--- src/rtl/branch_resolver_pkg.sv ---
// rtl/branch_resolver_pkg.sv - shared constants for the branch resolver
package branch_resolver_pkg;

    localparam int DEF_QUEUE_DEPTH = 4;
    localparam int DEF_ADDR_WIDTH  = 32;
    // Fall-through distance for a not-taken branch
    localparam int PC_STEP         = 4;

endpackage

--- src/rtl/branch_resolver_fifo.sv ---
// rtl/branch_resolver_fifo.sv - circular queue of resolved-but-uncommitted branches
module branch_resolver_fifo #(
    parameter int DEPTH = 4,
    parameter int WIDTH = 65
) (
    input  logic             clk,
    input  logic             rst,
    input  logic             flush,
    input  logic             push,
    input  logic [WIDTH-1:0] push_data,
    input  logic             pop,
    output logic [WIDTH-1:0] head_data,
    output logic             full,
    output logic             empty
);
    localparam int PTR_W = $clog2(DEPTH);
    localparam int CNT_W = PTR_W + 1;

    logic [WIDTH-1:0] mem [DEPTH];
    logic [PTR_W-1:0] head;
    logic [PTR_W-1:0] tail;
    logic [CNT_W-1:0] count;
    logic             push_ok;
    logic             pop_ok;

    // Full/empty come from the registered count so the caller's ready is stable
    assign full      = (count == CNT_W'(DEPTH));
    assign empty     = (count == '0);
    assign push_ok   = push && !full;
    assign pop_ok    = pop && !empty;
    assign head_data = mem[head];

    // Pointers and occupancy; flush wins, pointers wrap naturally at DEPTH
    always_ff @(posedge clk) begin
        if (rst || flush) begin
            head  <= '0;
            tail  <= '0;
            count <= '0;
        end else begin
            if (push_ok) begin
                tail <= tail + PTR_W'(1);
            end
            if (pop_ok) begin
                head <= head + PTR_W'(1);
            end
            case ({push_ok, pop_ok})
                2'b10:   count <= count + CNT_W'(1);
                2'b01:   count <= count - CNT_W'(1);
                default: count <= count;
            endcase
        end
    end

    // Entry storage; contents are only meaningful between head and tail
    always_ff @(posedge clk) begin
        if (push_ok && !rst && !flush) begin
            mem[tail] <= push_data;
        end
    end

endmodule

--- src/rtl/branch_resolver.sv ---
// rtl/branch_resolver.sv - branch mispredict detection and in-order predictor training
module branch_resolver
    import branch_resolver_pkg::*;
#(
    parameter int QUEUE_DEPTH = DEF_QUEUE_DEPTH,
    parameter int ADDR_WIDTH  = DEF_ADDR_WIDTH
) (
    input  logic                  clk_in,
    input  logic                  rst_in,
    input  logic                  rdy_in,
    input  logic                  clear_in,
    input  logic                  resolve_valid_in,
    output logic                  resolve_ready_out,
    input  logic [ADDR_WIDTH-1:0] resolve_pc_in,
    input  logic                  resolve_taken_in,
    input  logic [ADDR_WIDTH-1:0] resolve_target_in,
    input  logic                  resolve_pred_taken_in,
    input  logic [ADDR_WIDTH-1:0] resolve_pred_pc_in,
    input  logic                  commit_branch_in,
    output logic                  mispredict_out,
    output logic [ADDR_WIDTH-1:0] redirect_pc_out,
    output logic                  write_enable,
    output logic [ADDR_WIDTH-1:0] write_pc,
    output logic [ADDR_WIDTH-1:0] write_target,
    output logic                  write_taken
);
    localparam int ENTRY_W = 2 * ADDR_WIDTH + 1;

    logic                  active;
    logic                  push;
    logic                  pop;
    logic                  flush;
    logic                  full;
    logic                  empty;
    logic                  accept;
    logic                  do_commit;
    logic                  mispredict_now;
    logic [ADDR_WIDTH-1:0] redirect_now;
    logic [ENTRY_W-1:0]    head_data;
    logic [ADDR_WIDTH-1:0] head_pc;
    logic [ADDR_WIDTH-1:0] head_target;
    logic                  head_taken;

    // Stall freezes everything; a flush (when not stalled) blocks both queue ports
    assign active    = rdy_in && !clear_in;
    assign push      = active && resolve_valid_in;
    assign pop       = active && commit_branch_in;
    assign flush     = rdy_in && clear_in;
    assign accept    = push && !full;
    assign do_commit = pop && !empty;

    assign resolve_ready_out = !full;

    // A taken branch with the right direction can still go to the wrong target
    assign mispredict_now = (resolve_pred_taken_in != resolve_taken_in) ||
                            (resolve_taken_in && (resolve_pred_pc_in != resolve_target_in));
    assign redirect_now   = resolve_taken_in ? resolve_target_in
                                             : resolve_pc_in + ADDR_WIDTH'(PC_STEP);

    assign {head_pc, head_target, head_taken} = head_data;

    branch_resolver_fifo #(
        .DEPTH (QUEUE_DEPTH),
        .WIDTH (ENTRY_W)
    ) u_queue (
        .clk       (clk_in),
        .rst       (rst_in),
        .flush     (flush),
        .push      (push),
        .push_data ({resolve_pc_in, resolve_target_in, resolve_taken_in}),
        .pop       (pop),
        .head_data (head_data),
        .full      (full),
        .empty     (empty)
    );

    // Registered outputs: strobes last one cycle, data fields hold until next event
    always_ff @(posedge clk_in) begin
        if (rst_in) begin
            mispredict_out  <= 1'b0;
            redirect_pc_out <= '0;
            write_enable    <= 1'b0;
            write_pc        <= '0;
            write_target    <= '0;
            write_taken     <= 1'b0;
        end else if (!rdy_in) begin
            mispredict_out <= 1'b0;
            write_enable   <= 1'b0;
        end else begin
            mispredict_out <= accept && mispredict_now;
            write_enable   <= do_commit;
            if (accept && mispredict_now) begin
                redirect_pc_out <= redirect_now;
            end
            if (do_commit) begin
                write_pc     <= head_pc;
                write_target <= head_target;
                write_taken  <= head_taken;
            end
        end
    end

endmodule
--- config.mk ---
export PLATFORM = sky130hd
export DESIGN_NAME = branch_resolver
export DESIGN_NICKNAME = d
export VERILOG_FILES = /design/src/rtl/branch_resolver_pkg.sv /design/src/rtl/branch_resolver_fifo.sv /design/src/rtl/branch_resolver.sv
export SDC_FILE = /design/constraint.sdc
export NUM_CORES = 1
export LEC_CHECK = 0
export CAP_MARGIN = 10
export CORE_ASPECT_RATIO = 1.5
export CORE_MARGIN = 4
export CORE_UTILIZATION = 45
export DETAILED_ROUTE_END_ITERATION = 6
export PLACE_DENSITY = 0.68
export SKIP_LAST_GASP = 1
export SYNTH_ARGS = -nofsm -noshare
export SYNTH_HDL_FRONTEND = slang
export SYNTH_SLANG_ARGS = --single-unit
--- constraint.sdc ---
create_clock -name clk_in -period 4.05 [get_ports clk_in]
set_clock_uncertainty 0.15 [all_clocks]
set_input_delay 0.81 -clock clk_in [delete_from_list [all_inputs] [get_ports clk_in]]
set_output_delay 0.81 -clock clk_in [all_outputs]
set_load 0.02 [all_outputs]
==> metrics.yaml <==
outcome: "finished, final reports clean"
hold_slack_ps: 301
wl_microns: 38300
initial_core_util: 0.455
cts_tree: "yes"
gp_congestion: 0.828
cp_top_family: "simple AND/OR/NAND/NOR gates"
worstPathCellList: "clkdlybuf4s50_1, nor2b_1, a2111oi_0, nor4b_1, buf_4, and4_1, nor2_2, o21ai_0"
area_growth_pct: 26.4
p_total_mw: 7.81
synth_cell_types: 46
seqPwrFrac: 0.519
synth_ff_type: "edfxtp_1"
portBuffers: 203
maxSlewViolCount: 0
post_cts_resize_count: 0
clkTransAtPathRegs_ps: 60
ir_worst_vdd_mv: 0.278
dieArea_sq_mm: 0.0352
p_sw_frac: 0.211
clockBufferDepth: 3
setup_viol: 0
cts_sinks: 366
comb_power_share: 0.056
holdCritPathClass: "register to register"
rows: 80
yosys.area.top_type: "edfxtp_1"
worstReg2RegStart: "u_queue.count[0]"
chipWidth_microns: 154
yosysWarnings: 0
clockRootBuffer: "clkbuf_16"
cts_buffers: 36
antenna_found_initial: 1
rsz0062_at_grt: "no"
cts_setup_buffers: 0
async_flop_share: 0
crit_arrival_ps: 3330
ant_nets: 0
grt_remaining_overflow: 0
start_kind: "input port"
crit_buf_inv: 2
relSlewSlack: 0.245
ys_seq_area_frac: 0.686
cpPeakStageDelay_ps: 850
synth_top_area_share: 0.540
required_ps: 4250
syn_inst: 1000
intPower_mw: 6.16
fillers: 2555
layout_setup_ws_ps: 924
critical_path_class: "input port to register"
fp.coreArea_sq_mm: 0.0318
maxCapViolations: 0
layout_min_cycle_time_ps: 3130
drt_iter0_markers: 594
die_h_microns: 228
tightest_slew_ps: 1130
p_leak_nw: 5.73
min-delay-start: "write_target[0]"
grt_pass1_wl_microns: 57300
max_freq_mhz: 320
dr.pass1.iters: 5
grt_use_total: 0.216
vias: 9142
htreeDepth: 2
syn_avg_cell_area_sq_um: 14.5
grt_max_degree: 68
timing.final.crit_share: 0.772
grt_pass1_vias: 9335
route.detailed.drc: 0
hold_buffers: 0
syn_area_sq_mm: 0.0145
syn_nets: 1111
ys_ff_latch: 366
detailedPlace.worstSlack_ps: 308
viasPerCell: 5.54
clkPwrFrac: 0.425
dpl.hpwl_microns: 25900
crit_fanout: 23
critPathCaptureType: "register"
wl_per_cell_microns: 23.2
layout.nets: 1324
timing_hold_violations_final: 0
power_density_mw_per_mm2: 427
synth_edf_count: 260
ios: 204
clk_latency_ps: 530
setup_tns_ps: 0
final_layout_size_suffix_gt1_frac: 0.128
synthTopCellsByArea: "edfxtp_1 (54%), dfxtp_1 (15%), mux4_2 (10%)"
crit_path_top_delay_cell: "nor2_2"
p_switching_mw: 1.65
crit_start: "resolve_target_in[13]"
[path summary, 6_finish.rpt]
| kind | to | slack [ps] | cells after the start |
|---|---|---|---|
| max | redirect_pc_out[9] | 920 | 8 |
| max reg2reg | redirect_pc_out[9] | 1370 | 6 |
| min reg2reg | write_target[0] | 300 | 2 |
| min | write_target[0] | 300 | 2 |
[final cells by class]
class / instances / area (sq um) / share of cell area
Clock inverter: 13 / 154 / 0.00842
Multi-Input combinational cell: 564 / 4280 / 0.234
Sequential cell: 366 / 9930 / 0.543
Inverter: 13 / 48.8 / 0.00267
Tap cell: 410 / 513 / 0.0281
Antenna cell: 1 / 2.50 / 0.000137
Clock buffer: 51 / 1010 / 0.0552
Timing Repair Buffer: 232 / 2350 / 0.128
[worst min-delay path: stages (launching register included)]
cell and delay (ps):
dfxtp_1 300, nand2_1 50, a21oi_1 50
[placed cells by master (no fill, tap or decap), types with 3 or more instances in the layout]
cell | Yosys | final
a211oi_1 | 5 | 5
a21oi_1 | 81 | 81
and2_2 | 0 | 4
and3_1 | 3 | 3
and4_1 | 4 | 4
buf_12 | 0 | 8
buf_4 | 0 | 22
bufinv_16 | 0 | 3
clkbuf_1 | 43 | 11
clkbuf_16 | 0 | 37
clkbuf_8 | 0 | 3
clkdlybuf4s50_1 | 0 | 202
clkinv_2 | 0 | 4
clkinvlp_4 | 0 | 3
dfxtp_1 | 106 | 104
edfxtp_1 | 260 | 260
ha_1 | 6 | 6
inv_1 | 12 | 12
mux2i_1 | 11 | 11
mux4_2 | 65 | 65
nand2_1 | 178 | 178
nand2b_1 | 3 | 3
nand3_1 | 18 | 18
nand4_1 | 19 | 19
nor2_1 | 19 | 19
nor2b_1 | 4 | 4
nor3_1 | 5 | 5
nor4_1 | 4 | 4
o2111ai_1 | 11 | 11
o211ai_1 | 3 | 3
o21a_1 | 5 | 5
o21ai_0 | 32 | 32
or3_1 | 4 | 4
or4_1 | 4 | 4
xnor2_1 | 42 | 42
xor2_1 | 16 | 16
[Yosys cell counts, types with 2 or more instances]
master,number
and3_1,3
a21o_1,2
o21ai_0,32
buf_2,12
nand2_1,178
nor3_1,5
nand3_1,18
edfxtp_1,260
and2_1,4
clkbuf_1,43
xor2_1,16
mux4_2,65
a211oi_1,5
or4_1,4
a21oi_1,81
mux2i_1,11
o211ai_1,3
o2111ai_1,11
o21a_1,5
a32oi_1,2
xnor2_1,42
nor2_1,19
nor4_1,4
or3_1,4
and4_1,4
ha_1,6
nand4_1,19
dfxtp_1,106
nor2b_1,4
nand2b_1,3
buf_1,2
o31ai_1,2
inv_1,12
[flip-flops by register name, indices dropped and copies added, names as in the netlist]
name	flops
u_queue.mem	260
redirect_pc_out	32
write_pc	32
write_target	32
u_queue.count	3
u_queue.head	2
u_queue.tail	2
mispredict_out	1
write_enable	1
write_taken	1
[per-layer routing]
metal  track usage  routed length, microns
met5             0                       0
met4        0.0775                    1220
met3        0.0379                    2430
met2         0.379                   19900
met1         0.272                   14800
[power groups by stage]
stage | Combinational (mW) | Clock, mW | Sequential [mW]
finish | 0.439 | 3.32 | 4.05
global route | 0.471 | 3.51 | 4.05
CTS | 0.443 | 3.38 | 4.05
detailed placement | 0.441 | 0 | 4.13
global placement | 0.436 | 0 | 4.13
floorplan | 0.148 | 0 | 4.15
[cell families after synthesis]
group,Yosys count,synth area share
flip-flops,366,0.686
adder cells (fa/ha/maj),7,0.00657
AND/OR/NAND/NOR,275,0.0854
AO/OA/AOI/OAI,148,0.0588
multiplexers,76,0.109
XOR/XNOR,58,0.0351
buffers and inverters,70,0.0192
[through the flow]
step / instances / area, sq um / util
final: 1650 / 18300 / 0.574
after global routing: 1650 / 18300 / 0.574
after CTS: 1649 / 18300 / 0.574
after detailed placement: 1585 / 17100 / 0.538
after global placement: 1585 / 17100 / 0.538
after floorplan: 1000 / 14500 / -
Power figures use the tool's default switching activity.
